File: src/rtl/brick_mac_sequencer.sv
// brick_mac_sequencer
//
// Drives a single 2b x 2b reconfigurable bit-brick multiplier to compute a
// precision-scalable dot product. Each accepted operand pair is decomposed into
// 2-bit activation/weight slices. One slice combination is issued per cycle, and
// the brick's combinational product is shift-accumulated into the running sum.
// The sum is presented when the pair flagged last has finished.
//
// Ports:
//   clk, rst_n          clock (rising edge), synchronous active-low reset
//   in_valid/in_ready   operand pair handshake
//   in_act, in_wgt      8-bit operands, sliced [1:0],[3:2],[5:4],[7:6]
//   in_prec_a/_w        0=2b, 1=4b, 2/3=8b
//   in_signed_a/_w      operand is two's complement
//   in_last             pair closes the dot product
//   brick_a, brick_b    slices driven to the brick
//   brick_sign_i/_w     brick sign controls (set on the top slice only)
//   brick_mul           6-bit signed brick product, same cycle
//   out_valid/out_ready result handshake
//   out_data            accumulated dot product (ACC_W bits, modulo 2^ACC_W)
//   busy                sequencer not idle
module brick_mac_sequencer #(
    parameter int ACC_W = 24
) (
    input  logic             clk,
    input  logic             rst_n,
    input  logic             in_valid,
    output logic             in_ready,
    input  logic [7:0]       in_act,
    input  logic [7:0]       in_wgt,
    input  logic [1:0]       in_prec_a,
    input  logic [1:0]       in_prec_w,
    input  logic             in_signed_a,
    input  logic             in_signed_w,
    input  logic             in_last,
    output logic [1:0]       brick_a,
    output logic [1:0]       brick_b,
    output logic             brick_sign_i,
    output logic             brick_sign_w,
    input  logic [5:0]       brick_mul,
    output logic             out_valid,
    input  logic             out_ready,
    output logic [ACC_W-1:0] out_data,
    output logic             busy
);

    typedef enum logic [1:0] {IDLE, RUN, DONE} state_t;

    state_t            state_reg, state_next;
    logic [7:0]        act_reg, act_next;
    logic [7:0]        wgt_reg, wgt_next;
    // Index of the top slice (n-1) rather than the slice count itself.
    logic [1:0]        top_a_reg, top_a_next;
    logic [1:0]        top_w_reg, top_w_next;
    logic [1:0]        i_reg, i_next;
    logic [1:0]        j_reg, j_next;
    logic              sa_reg, sa_next;
    logic              sw_reg, sw_next;
    logic              last_reg, last_next;
    logic [ACC_W-1:0]  acc_reg, acc_next;

    logic [ACC_W-1:0]  prod_ext;
    logic [2:0]        slice_sum;
    logic [3:0]        shamt;

    function automatic logic [1:0] top_slice(input logic [1:0] prec);
        case (prec)
            2'd0:    top_slice = 2'd0;
            2'd1:    top_slice = 2'd1;
            default: top_slice = 2'd3;
        endcase
    endfunction

    // Brick product weighted by 4^(i+j): shift by 2*(i+j) bits.
    assign prod_ext  = {{(ACC_W-6){brick_mul[5]}}, brick_mul};
    assign slice_sum = {1'b0, i_reg} + {1'b0, j_reg};
    assign shamt     = {slice_sum, 1'b0};

    always_comb begin
        state_next   = state_reg;
        act_next     = act_reg;
        wgt_next     = wgt_reg;
        top_a_next   = top_a_reg;
        top_w_next   = top_w_reg;
        i_next       = i_reg;
        j_next       = j_reg;
        sa_next      = sa_reg;
        sw_next      = sw_reg;
        last_next    = last_reg;
        acc_next     = acc_reg;
        in_ready     = 1'b0;
        brick_a      = 2'b00;
        brick_b      = 2'b00;
        brick_sign_i = 1'b0;
        brick_sign_w = 1'b0;
        out_valid    = 1'b0;
        out_data     = '0;

        case (state_reg)
            IDLE: begin
                in_ready = rst_n;
                if (in_valid) begin
                    act_next   = in_act;
                    wgt_next   = in_wgt;
                    top_a_next = top_slice(in_prec_a);
                    top_w_next = top_slice(in_prec_w);
                    sa_next    = in_signed_a;
                    sw_next    = in_signed_w;
                    last_next  = in_last;
                    i_next     = 2'd0;
                    j_next     = 2'd0;
                    state_next = RUN;
                end
            end

            RUN: begin
                brick_a      = act_reg[{i_reg, 1'b0} +: 2];
                brick_b      = wgt_reg[{j_reg, 1'b0} +: 2];
                brick_sign_i = sa_reg & (i_reg == top_a_reg);
                brick_sign_w = sw_reg & (j_reg == top_w_reg);
                acc_next     = acc_reg + (prod_ext << shamt);
                if (i_reg == top_a_reg) begin
                    i_next = 2'd0;
                    if (j_reg == top_w_reg) begin
                        j_next     = 2'd0;
                        state_next = last_reg ? DONE : IDLE;
                    end else begin
                        j_next = j_reg + 2'd1;
                    end
                end else begin
                    i_next = i_reg + 2'd1;
                end
            end

            DONE: begin
                out_valid = 1'b1;
                out_data  = acc_reg;
                if (out_ready) begin
                    acc_next   = '0;
                    state_next = IDLE;
                end
            end

            default: state_next = IDLE;
        endcase
    end

    assign busy = (state_reg != IDLE);

    always_ff @(posedge clk) begin
        if (!rst_n) begin
            state_reg <= IDLE;
            act_reg   <= 8'd0;
            wgt_reg   <= 8'd0;
            top_a_reg <= 2'd0;
            top_w_reg <= 2'd0;
            i_reg     <= 2'd0;
            j_reg     <= 2'd0;
            sa_reg    <= 1'b0;
            sw_reg    <= 1'b0;
            last_reg  <= 1'b0;
            acc_reg   <= '0;
        end else begin
            state_reg <= state_next;
            act_reg   <= act_next;
            wgt_reg   <= wgt_next;
            top_a_reg <= top_a_next;
            top_w_reg <= top_w_next;
            i_reg     <= i_next;
            j_reg     <= j_next;
            sa_reg    <= sa_next;
            sw_reg    <= sw_next;
            last_reg  <= last_next;
            acc_reg   <= acc_next;
        end
    end

endmodule

File: config.mk
export PLATFORM = sky130hd
export DESIGN_NAME = brick_mac_sequencer
export DESIGN_NICKNAME = d
export VERILOG_FILES = /design/src/rtl/brick_mac_sequencer.sv
export SDC_FILE = /design/constraint.sdc
export NUM_CORES = 1
export LEC_CHECK = 0
export CAP_MARGIN = 20
export CORE_MARGIN = 4
export CORE_UTILIZATION = 47
export CTS_CLUSTER_SIZE = 28
export DETAILED_ROUTE_END_ITERATION = 7
export GPL_ROUTABILITY_DRIVEN = 1
export GPL_TIMING_DRIVEN = 0
export HOLD_SLACK_MARGIN = 0.02
export PLACE_DENSITY = 0.72
export SKIP_LAST_GASP = 1
export SLEW_MARGIN = 20
export SYNTH_ARGS = -nofsm -noshare
export SYNTH_HDL_FRONTEND = slang
export SYNTH_SLANG_ARGS = --single-unit
File: constraint.sdc
create_clock -name clk -period 5.6 [get_ports clk]
set_input_delay 1.4 -clock clk [delete_from_list [all_inputs] [get_ports clk]]
set_output_delay 1.4 -clock clk [all_outputs]
set_load 0.03 [all_outputs]
======== After elaboration in Yosys (flattened, before gate mapping) ========
Index checks and enable logic that the tools add are counted.
cells by class
  add/sub/neg operators ................... 4
  divide/modulo/power cells ............... 0
  multipliers ............................. 0
  mux-type cells .......................... 23
  reduce and logical (&&, ||, !) cells .... 11
  shifts and indexed selects .............. 3
  order comparisons ....................... 0
  equal/unequal tests ..................... 10
  bitwise gates (word level) .............. 2
operator list
  operator                                              count
  2-to-1 mux 24 bit                                     2
  case mux 24 bit (2 select lines)                      1
  adder 24 bit                                          1
  << shifter 24 x 4 -> 24 bit                           1
  2-to-1 mux 2 bit                                      11
  case mux 2 bit (2 select lines)                       4
  variable part select 8 x 4 -> 2 bit                   2
  inequality test 2 bit (second input constant)         4
  equality test 2 x 1 -> 1 bit (second input constant)  3
  logical NOT 2 bit                                     3
  case mux 2 bit (3 select lines)                       1
  AND reduction 2 bit                                   3
  nonzero test 2 bit                                    3
  adder 2 x 1 -> 2 bit (second input constant)          2
  equality test 2 bit                                   2
  2-to-1 mux 1 bit                                      4
  AND reduction 4 bit                                   1
  adder 2 x 2 -> 3 bit                                  1
  AND reduction 3 bit                                   1
  bitwise AND 1 bit                                     2
  equality test 2 bit (second input constant)           1
storage, ports and cells
  logic and storage cells ................. 64
  bits of input ports ..................... 33
  RAM bits ................................ 0
  ROM bits ................................ 0
  memories ................................ 0
  output and inout bits ................... 33
  bits in latches ......................... 0
  register bits after elaboration ......... 53

======== Logic depth before layout (Yosys ltp) ========
  depth in word-level cells ............... 4
  gate-level depth with buffers ........... 17
  mapped depth without buffers ............ 16

======== Worst setup path before layout ========
Ideal clock, no wire load.
  path type ............................... input to register
  start point ............................. in brick_mul[5]
  end point ............................... reg acc_reg[23]
  cell stages on the path ................. 14
  slack ................................... 1.895 ns
  setup time .............................. 0.117 ns
  arrival time ............................ 3.588 ns
  path buffers ............................ 1
  data required time ...................... 5.483 ns
  cells stage by stage .................... nand2b_1 > o21ai_0 > nand2_1 > o311ai_0 > ha_1 > buf_6 > a21o_1 > a31o_4 > a2111oi_4 > o41a_1 > o21ai_1 > xor2_1 > o21bai_1 > a22o_1
between the ends
  cells in the longest elaborated chain, start to end .. 3
RTL lines
  element                           line  RTL
  from (decl)                       40    input logic [5:0] brick_mul,
  << shifter 24 x 4 -> 24 bit       121   acc_next = acc_reg + (prod_ext << shamt);
  adder 24 bit                      121
  case mux 24 bit (2 select lines)  99    case (state_reg)
  to (signal assigned)              174   acc_reg <= acc_next;
  to (decl)                         60    logic [ACC_W-1:0] acc_reg, acc_next;
No other way between the ends.
A chain may end at the register's enable or synchronous reset.

======== Final worst setup path ========
  start point ............................. in rst_n
  end point ............................... out in_ready
between the ends
  cells in the longest elaborated chain, start to end .. 1
RTL lines
  element           line  RTL
  from (decl)       26    input logic rst_n,
  2-to-1 mux 1 bit  99
  to (decl)         28    output logic in_ready,
No other way between the ends.

==> flow_metrics.env <==
export IMPL_grt_overflow_total=0
export IMPL_hp_start="acc_reg[20]"
export IMPL_cpPeakStageDelay_ns=0.67
export IMPL_tightest_slew_ns=0.6056
export IMPL_setup_tns_ns=0
export IMPL_post_dp_hpwl_microns=8329
export IMPL_diodes=0
export IMPL_max_slew_margin_rel_pct=59.63
export IMPL_final_cell_mix="nand2_1 (73), clkdlybuf4s50_1 (65), dfxtp_1 (53), and2_1 (32), nor2_1 (31)"
export IMPL_clkTransAtPathRegs_ns=0.11
export IMPL_first_pass_iters=4
export IMPL_timing_hold_ws_ns=0.4697
export IMPL_grt_total_usage_pct=21.42
export IMPL_status="completed"
export IMPL_cp_end_kind="output pin"
export IMPL_clockBufferDepth=2
export IMPL_clock_skew_final_ns=0.008018
export IMPL_rsz0062_at_grt="no"
export IMPL_cp_num_buf_inv=3
export IMPL_port_buffers=65
export IMPL_nNetsFinal=625
export IMPL_rows=33
export IMPL_grt_max_degree=19
export IMPL_async_flop_share_pct=0
export IMPL_dieArea_sq_um=9865
export IMPL_drc_errors=0
export IMPL_finalCritPeriodShare_pct=84.49
export IMPL_vdd_drop_max_uv=122.4
export IMPL_synthDistinctLibCells=57
export IMPL_p_leak_nw=1.911
export IMPL_yosys_warnings=0
export IMPL_seq_area_frac_synth_pct=27.07
export IMPL_clkLatencyLatePin_ns=0.32
export IMPL_ys_ff_latch=53
export IMPL_start_util_pct=47.95
export IMPL_wl_microns=10500
export IMPL_cts_sinks=53
export IMPL_slew_viol_final=0
export IMPL_wl_per_cell_microns=15.62
export IMPL_cp_arrival_ns=3.33
export IMPL_cts_root_buf="clkbuf_8"
export IMPL_antenna_found_initial=0
export IMPL_synthCells=494
export IMPL_critPathLaunchType="primary input"
export IMPL_vias_per_cell=5.503
export IMPL_grt_pass1_vias=3486
export IMPL_yosysTopAreaCell="dfxtp_1"
export IMPL_drive_gt1_share_pct=4.762
export IMPL_syn_cell_area_sq_um=3920
export IMPL_largest_reg_flops=24
export IMPL_path_cells="clkdlybuf4s50_1 -> clkbuf_1 -> and2_1 -> clkdlybuf4s50_1"
export IMPL_final_hold_viol_count=0
export IMPL_ant_nets=0
export IMPL_syn2layout_area_growth_pct=22.37
export IMPL_cts_resized=0
export IMPL_cts_tree="built"
export IMPL_cts_max_level=2
export IMPL_period_needed_ns=4.731
export IMPL_critical_path_top_cell_by_count="clkdlybuf4s50_1"
export IMPL_cts_buffers=5
export IMPL_stdcell_area_sq_um=4797
export IMPL_io_pins=66
export IMPL_maxCapViolCount=0
export IMPL_routabilityCongestion=0.9227
export IMPL_r2r_start="i_reg[1]"
export IMPL_crit_fanout=10
export IMPL_synth_fp_nets=553
export IMPL_post_cts_setup_buffers=0
export IMPL_mostFrequentLayoutCell="nand2_1"
export IMPL_synth_area_leaders="dfxtp_1 (27%), ha_1 (7.7%), nand2_1 (7.0%)"
export IMPL_cts_hold_fix_buffers=0
export IMPL_final_core_util_pct=58.68
export IMPL_route_vias_total=3698
export IMPL_finalSetupViolations=0
export IMPL_crit_start="rst_n"
export IMPL_crit_type="primary input to output pin"
export IMPL_synth_top_area_share_pct=27.07
export IMPL_fmax_mhz=211.4
export IMPL_first_iter_violations=200
export IMPL_cellPowerDensity_nw_per_um2=242.4
export IMPL_core_sq_um=8175
export IMPL_hold_class="flip-flop to flip-flop"
export IMPL_die_h_microns=99.33
export IMPL_die_x_microns=99.33
export IMPL_cp_top_family="buffers and inverters"
export IMPL_grt_pass1_wl_microns=17110
export IMPL_critPathSlowestCell="clkdlybuf4s50_1"
export IMPL_synth_ff_type="dfxtp_1"
export IMPL_placed_cell_area_sq_um=4702
export IMPL_synth_edff_count=0
export IMPL_worst_endpoint_required_ns=4.20
export IMPL_synth_area_per_cell_sq_um=7.935
## cells by family after synthesis
logic type	after synthesis	share of synthesized area (%)
AND/OR/NAND/NOR	193	24.16
multiplexers	8	3.352
AO/OA/AOI/OAI	148	27.13
adder cells (fa/ha/maj)	26	8.682
XOR/XNOR	24	5.362
flip-flops	53	27.07
buffers and inverters	42	4.245
## stage by stage
step | setup slack, ns | power (mW) | std cells
final | 0.8688 | 1.163 | 672
after global routing | 0.7397 | 1.239 | 672
after CTS | 0.8491 | 1.167 | 672
after detailed placement | 0.7747 | 0.9306 | 664
after global placement | 0.8297 | 0.9197 | 664
after floorplan | 1.895 | 0.8049 | 494
## synthesized netlist by cell type (3+ instances only)
cell type	count
nand4_1	5
nand2_1	73
clkbuf_1	29
xor2_1	15
o21ai_0	27
a21o_1	10
a22oi_1	9
nor2b_1	19
ha_1	24
o21bai_1	8
a21oi_1	21
mux2i_1	3
a31o_2	3
a31oi_1	4
mux4_2	4
nor2_1	31
dfxtp_1	53
a21boi_0	24
xnor2_1	9
a22o_1	3
o21a_1	4
nand3_1	9
nand2b_1	5
a211oi_1	4
o21ai_1	10
nor3_1	5
and3_1	5
and2_1	32
o31ai_1	3
inv_1	11
## tightest hold or removal path, stage by stage (launching register included)
cell     delay [ns]
dfxtp_1        0.34
nand2_1        0.05
o21ai_1        0.05
## layout make-up
cell class                 instances  area, sq um
fill                             784         3378
timing repair buffer              65        650.6
multi-input combinational        399         2693
buffer                            31        125.1
clock inverter                     3        26.28
inverter                          11        41.29
tap                              105        131.4
clock buffer                       5        68.82
sequential                        53         1061
## routing by layer
metal	up-vias	GRT usage, %	wire length (microns)
li1	1896	-	-
met1	1687	28.65	4844
met2	104	36.26	4979
met3	11	3.366	551
met4	0	5.147	121
met5	-	0	0
## final timing paths
kind | end | slack [ns] | cells past startpoint
setup / recovery | in_ready | 0.87 | 4
hold / removal | acc_reg[20] | 0.47 | 2
setup reg to reg | acc_reg[19] | 1.28 | 15
hold reg to reg | acc_reg[20] | 0.47 | 2
## power by group
part	switching (mW)	internal, mW
logic	0.276	0.209
registers	0.0270	0.415
clock network	0.144	0.0914
total	0.448	0.715
No activity file was read; power rests on OpenSTA's default activity.
